==> src/rtl/transpose_stream.sv <==
// transpose_stream: two-bank N x N block buffer with valid/ready on both sides.
// Each block is emitted column-major (transposed) or row-major, chosen by its first sample.
module transpose_stream #(
    parameter int DATA_W = 12,
    parameter int N = 8
) (
    input  logic              clk,
    input  logic              rst,
    input  logic              in_valid_i,
    output logic              in_ready_o,
    input  logic [DATA_W-1:0] in_data_i,
    input  logic              in_transpose_i,
    output logic              out_valid_o,
    input  logic              out_ready_i,
    output logic [DATA_W-1:0] out_data_o,
    output logic              out_last_o
);
    localparam int LN = $clog2(N);
    localparam int L = 2 * LN;
    localparam logic [L-1:0] LAST = '1;
    logic [DATA_W-1:0] mem_q [2**(L+1)];
    logic              wb_q, rb_q;
    logic [L-1:0]      wi_q, ri_q, raddr;
    logic [1:0]        full_q, full_d, mode_q;
    logic              out_valid_q, out_last_q;
    logic [DATA_W-1:0] out_data_q;
    logic              wr, ld;
    assign in_ready_o  = !full_q[wb_q] && !rst;
    assign wr          = in_valid_i && in_ready_o;
    assign ld          = full_q[rb_q] && (!out_valid_q || out_ready_i);
    // column-major read swaps the row and column halves of the index
    assign raddr       = mode_q[rb_q] ? {ri_q[LN-1:0], ri_q[L-1:LN]} : ri_q;
    assign out_valid_o = out_valid_q;
    assign out_data_o  = out_data_q;
    assign out_last_o  = out_last_q;
    always_comb begin
        full_d = full_q;
        if (wr && wi_q == LAST) full_d[wb_q] = 1'b1;
        if (ld && ri_q == LAST) full_d[rb_q] = 1'b0;
    end
    always_ff @(posedge clk)
        if (wr) mem_q[{wb_q, wi_q}] <= in_data_i;
    always_ff @(posedge clk) begin
        if (rst) begin
            wb_q        <= 1'b0;
            rb_q        <= 1'b0;
            wi_q        <= '0;
            ri_q        <= '0;
            full_q      <= '0;
            mode_q      <= '0;
            out_valid_q <= 1'b0;
            out_data_q  <= '0;
            out_last_q  <= 1'b0;
        end else begin
            full_q <= full_d;
            if (wr) begin
                wi_q <= wi_q + 1'b1;
                if (wi_q == '0) mode_q[wb_q] <= in_transpose_i;
                if (wi_q == LAST) wb_q <= !wb_q;
            end
            if (ld) begin
                out_data_q  <= mem_q[{rb_q, raddr}];
                out_last_q  <= ri_q == LAST;
                out_valid_q <= 1'b1;
                ri_q        <= ri_q + 1'b1;
                if (ri_q == LAST) rb_q <= !rb_q;
            end else if (out_ready_i) begin
                out_valid_q <= 1'b0;
            end
        end
    end
endmodule

==> config.mk <==
export PLATFORM = sky130hd
export DESIGN_NAME = transpose_stream
export DESIGN_NICKNAME = d
export VERILOG_FILES = /design/src/rtl/transpose_stream.sv
export SDC_FILE = /design/constraint.sdc
export NUM_CORES = 2
export LEC_CHECK = 0
export ABC_AREA = 1
export ABC_CLOCK_PERIOD_IN_PS = 5800
export CAP_MARGIN = 20
export CORE_UTILIZATION = 35
export DETAILED_ROUTE_END_ITERATION = 10
export PLACE_DENSITY = 0.57
export SETUP_SLACK_MARGIN = 0.2
export SKIP_LAST_GASP = 1
export SLEW_MARGIN = 15
export SYNTH_ARGS = -nofsm -noshare
export SYNTH_HDL_FRONTEND = slang
export SYNTH_SLANG_ARGS = --single-unit
==> constraint.sdc <==
create_clock -name clk -period 5.8 [get_ports clk]
set_input_delay 1.16 -clock clk [delete_from_list [all_inputs] [get_ports clk]]
set_output_delay 1.16 -clock clk [all_outputs]
set_load 0.01 [all_outputs]
# Word level (Yosys, flattened, before mapping)
# Memories as Yosys holds them, arrays and structs flattened. A register that Yosys moved wholly into a read port is not among the register bits.
# Index checks and enable logic that the tools add are counted.
dict set report op_classes {
  bitwise 3
  n_addsub 2
  n_eq_ne 2
  n_reduce_logical 18
  magnitude_cmp 4
  mux 18
}
# cell count
set ops {}
lappend ops {{adder 6 x 1 -> 6 bit, second input constant} 2}
lappend ops {{equality test 6 bit, second input constant} 2}
lappend ops {{2-to-1 mux 1 bit} 12}
lappend ops {{logical AND 1 bit} 7}
lappend ops {{zero test 6 bit} 1}
lappend ops {{2-to-1 mux 6 bit} 1}
lappend ops {{AND reduction 2 bit} 3}
lappend ops {{zero test 1 bit} 5}
lappend ops {{less-than comparator 1 x 2 -> 1 bit, second input constant} 2}
lappend ops {{2-to-1 mux 2 bit} 2}
lappend ops {{bitwise AND 2 bit} 1}
lappend ops {{bitwise mux 2 bit} 1}
lappend ops {{demux 1 bit (select 1 bit)} 2}
lappend ops {{greater-or-equal comparator 1 bit, second input constant} 2}
lappend ops {{NOT 2 bit} 1}
lappend ops {{OR 2 bit} 1}
lappend ops {{nonzero test 2 bit} 1}
lappend ops {{logical OR 1 bit} 1}
dict set report word_totals {
  memories 1
  regBits 20
  wordCells 56
  out_inout_bits 15
  mem_bits_rw 1536
  inputBits 17
}
# name words word_bits rd rd_ports_with_merged_regs write_ports line_no
set memory_table {}
lappend memory_table {mem_q 128 12 1 1 1 21} ;# logic [DATA_W-1:0] mem_q [2**(L+1)];

# Logic depth before layout (Yosys ltp)
dict set report logic_depth {
  ltp_word 9
  mapped_depth 18
}

# Worst setup path after synthesis
# No wires, ideal clock.
dict set report synth_path {
  path_kind {input port to flip-flop}
  from {in rst}
  to {mem mem_q[31][0] (enable)}
  setup_slack_ns 2.103
  path_stages 10
  t_required_ns 5.404
  arrival_ns 3.301
  setup_ns 0.396
  path_cell_list {clkbuf_1 > inv_1 > nand2_1 > a21oi_1 > nand2_1 > inv_1 > nand2_1 > inv_1 > nand2_1 > nor3_1}
}
dict set report synth_between {
  elab_chain_cells 5
}
# element line_no
set synth_rtl {}
lappend synth_rtl {{from (decl)} 8} ;# input logic rst,
lappend synth_rtl {{zero test 1 bit} 28} ;# assign in_ready_o = !full_q[wb_q] && !rst;
lappend synth_rtl {{logical AND 1 bit} 28}
lappend synth_rtl {{named net in_ready_o} 10} ;# output logic in_ready_o,
lappend synth_rtl {{logical AND 1 bit} 29} ;# assign wr = in_valid_i && in_ready_o;
lappend synth_rtl {{2-to-1 mux 1 bit} 42} ;# if (wr) mem_q[{wb_q, wi_q}] <= in_data_i;
lappend synth_rtl {{2-to-1 mux 1 bit (implied by the code)} 42}
lappend synth_rtl {{to (decl)} 21}
# The timed path passes the listed nets, and every way through them passes these cells.

# Worst setup path in the final report
dict set report layout_path {
  from {reg rb_q}
  to {reg out_data_q[5] (netlist: out_data_o[5]) (read register of mem_q)}
}
dict set report layout_between {
  elab_chain_cells 3
}
# element line_no
set layout_rtl {}
lappend layout_rtl {{from (decl)} 22} ;# logic wb_q, rb_q;
lappend layout_rtl {{from (signal assigned)} 66} ;# if (ri_q == LAST) rb_q <= !rb_q;
lappend layout_rtl {{2-to-1 mux 1 bit, on equally long branches (2 in a row)} {32, 30}}
lappend layout_rtl {{2-to-1 mux 6 bit / logical AND 1 bit (equally long branches)} {32, 30}}
lappend layout_rtl {{to (decl)} 26} ;# logic [DATA_W-1:0] out_data_q;
# Several ways; a longest one is shown, not always the timed one. The select of a mux whose other input is x is not followed.
# A chain may end at the register's enable or synchronous reset.

==> impl_metrics.csv <==
group,metric,value,unit
cells_and_area,fillers,18800,
clock_tree,cts_setup_buffers,0,
grt,first_global_vias,43800,
timing,period_minus_slack,4.06,ns
route,drc,0,
worst_hold_path,hold_class,"flop to flop",
grt,grt_max_degree,152,
synth,syn_inst,6605,
route,wl_per_cell,20.7,um
synth,yosysTopAreaCell,"edfxtp_1",
timing,worst_pin_slew,1.13,ns
cells_and_area,final_nets,6622,
clock_tree,numCtsBuffers,162,
timing,hold_viol,0,
run,drv_cap,0,
timing,min_period_over_period,69.9,%
cells_and_area,final_area,76800,um^2
clock_tree,cts_root_buf,"clkbuf_16",
route,ant_nets,0,
cells_and_area,final_common_cell,"nand2_1",
timing,max-slew-margin-rel,24.4,%
pwr,power_density,304,nW/um^2
worst_setup_path,criticalPathCategory,"flop to flop",
placement,place_area,71800,um^2
cells_and_area,layout-drive-gt1-share,6.17,%
placement,gp_congestion,0.932,
worst_setup_path,rrSetupSlack,1.74,ns
route,num_vias,46300,
grt,track_usage,19.4,%
grt,antenna_found_initial,2,
pwr,p_leak,31.1,nW
synth,synth_cell_types,31,
synth,synth.area.top_cells,"edfxtp_1 (67%), nand3_1 (11%), nand2_1 (9.2%)",
placement,port_buffers,31,
synth,synth_top_cell_area_share,67.3,%
worst_setup_path,crit_top_cell,"nand3_1",
synth,synth_area,68500,um^2
grt,use_met3,2.90,%
synth,synth_warnings,0,
clock_tree,cts_sinks,1568,
worst_setup_path,end_kind,"flop",
worst_setup_path,crit_path_start_kind,"flop",
floorplanning,die_width,444,um
cells_and_area,area_growth,12.1,%
route,wirelength,194000,um
clock_tree,ctsHoldBuffers,0,
worst_setup_path,slowest_delay,0.59,ns
floorplanning,coreArea,195000,um^2
floorplanning,boundaryPins,32,
worst_setup_path,timing.critical_path.buf_inv,3,
route,drtIter0Drc,4974,
worst_setup_path,crit_chain,"inv_4 -> nand2_8 -> nand3_1 -> nand2_8 -> clkinv_8 -> buf_12 -> nand3_1 -> nand3_1 -> nand3_1 -> nand3_1 -> nand3_1 -> nand3_1 -> nand2_1 -> a21oi_1",
grt,grt_pass1_wl,287000,um
route,dr.pass1.iters,6,
clock_tree,cts_buffer_depth,3,
synth,synthesis.nets,6625,
clock_tree,cts.clk_slew.worst_paths,0.06,ns
worst_setup_path,cp_max_fo,116,
timing,clock.fmax,0.247,GHz
clock_tree,cts_resized,0,
floorplanning,start_util,35.2,%
floorplanning,fp.dieArea,198000,um^2
grt,grt.busiest_layer,"met2",
worst_setup_path,arrival,4.74,ns
timing,final.setup.tns,0,ns
synth,ys_ff_latch,1568,
route,viasPerCell,4.95,
timing,setup_violations,0,
grt,met1_usage,26.9,%
run_status,outcome,"completed",
clock_tree,tritoncts,"built",
worst_setup_path,required,6.49,ns
timing,skew,0.0250,ns
timing,maxSlewViolCount,0,
clock_tree,clk_latency,0.80,ns
timing,rsz0062_at_grt,"false",
worst_setup_path,critical-path-top-delay-family,"simple AND/OR/NAND/NOR gates",
grt,grt_remaining_overflow,0,
clock_tree,h-tree-depth,4,
cells_and_area,mostFrequentLayoutCells,"nand2_1 (1680), edfxtp_1 (1536), nand3_1 (1480)",
worst_setup_path,crit_path_top_delay_cell,"nand2_8",
pwr,peakVddDrop,0.273,mV
grt,met2_usage,30.7,%
floorplanning,fp.dieH,444,um
floorplanning,core.rowCount,162,
synth,seq_area_frac_synth,68.2,%
placement,dp_hpwl,111000,um
synth,syn_avg_cell_area,10.4,um^2
-- cell families (layout without fill, tap and decap cells) --
logic type               after synthesis  after routing  synth area share [%]
adder cells (fa/ha/maj)                3              3                0.0548
multiplexers                           1              1                0.0146
AO/OA/AOI/OAI                         71             71                 0.572
other                                  0              1                     0
AND/OR/NAND/NOR                     3377           3377                  21.6
flip-flops                          1568           1568                  68.2
buffers and inverters               1585           1709                  9.50
-- metrics by stage --
stage / power, mW / utilization [%] / cells / setup WS, ns / hold slack (ns)
after detailed placement: 13.6 / 36.8 / 9051 / 1.06 / 0.488
final: 23.3 / 39.4 / 9354 / 1.74 / 0.510
after global routing: 24.0 / 39.4 / 9353 / 1.56 / 0.542
after floorplan: 13.1 / - / 6605 / 2.10 / 0.471
after global placement: 13.6 / 36.8 / 9049 / 1.07 / 0.494
after CTS: 23.5 / 39.4 / 9342 / 1.80 / 0.504
-- cell usage after synthesis (all sizes together) --
cell,n
dfxtp,32
a21oi,30
buf,289
a211oi,1
o211ai,12
clkbuf,72
nor2,142
nand2,1688
o21ai,28
clkinv,2
nand3b,48
ha,3
nor3b,1
edfxtp,1536
nand4,5
nand3,1484
inv,1222
mux2i,1
nor3,9
-- worst min-delay path, cell delays in order, from the launching register on --
cell and delay [ns]:
dfxtp_1 0.33, nand2_1 0.08, a21oi_1 0.06
-- final cells by class --
cell class              count  area, um^2  share of cell area [%]
repair buffers            194        1820                    2.36
diodes                      1        2.50                 0.00326
clock inverters            86         759                   0.988
inverters                1224        4620                    6.01
flip-flops and latches   1568       46800                    60.9
multi-input cells        3452       15400                    20.0
well taps                2624        3280                    4.27
clock buffers             205        4240                    5.51
-- per-layer routing --
layer  vias to the layer above  part of all wire [%]
li1                      21600                     -
met1                     22500                    43
met2                      1828                    46
met3                       352                   7.4
met4                         2                   3.9
met5                         -                0.0067
-- power by group --
group / switching, mW / total (mW) / internal [mW]
clock: 4.44 / 10.0 / 5.56
sequential: 0.00358 / 12.4 / 12.4
combinational: 0.707 / 0.902 / 0.195
total: 5.15 / 23.3 / 18.2
-- final timing paths --
kind              startpoint       endpoint  cells past startpoint
hold / removal       ri_q[4]        ri_q[5]                      2
setup reg to reg        rb_q  out_data_o[5]                     14
hold reg to reg      ri_q[4]        ri_q[5]                      2
setup / recovery        rb_q  out_data_o[5]                     14
-- registers in the layout, summed over array words and instances, names as in the netlist --
register and cells:
wb_q 1, mem_q 1536, ri_q 6, out_last_o 1, full_q 2, wi_q 6, rb_q 1, out_valid_o 1
mode_q 2, out_data_o 12
Power figures use the tool's default switching activity.
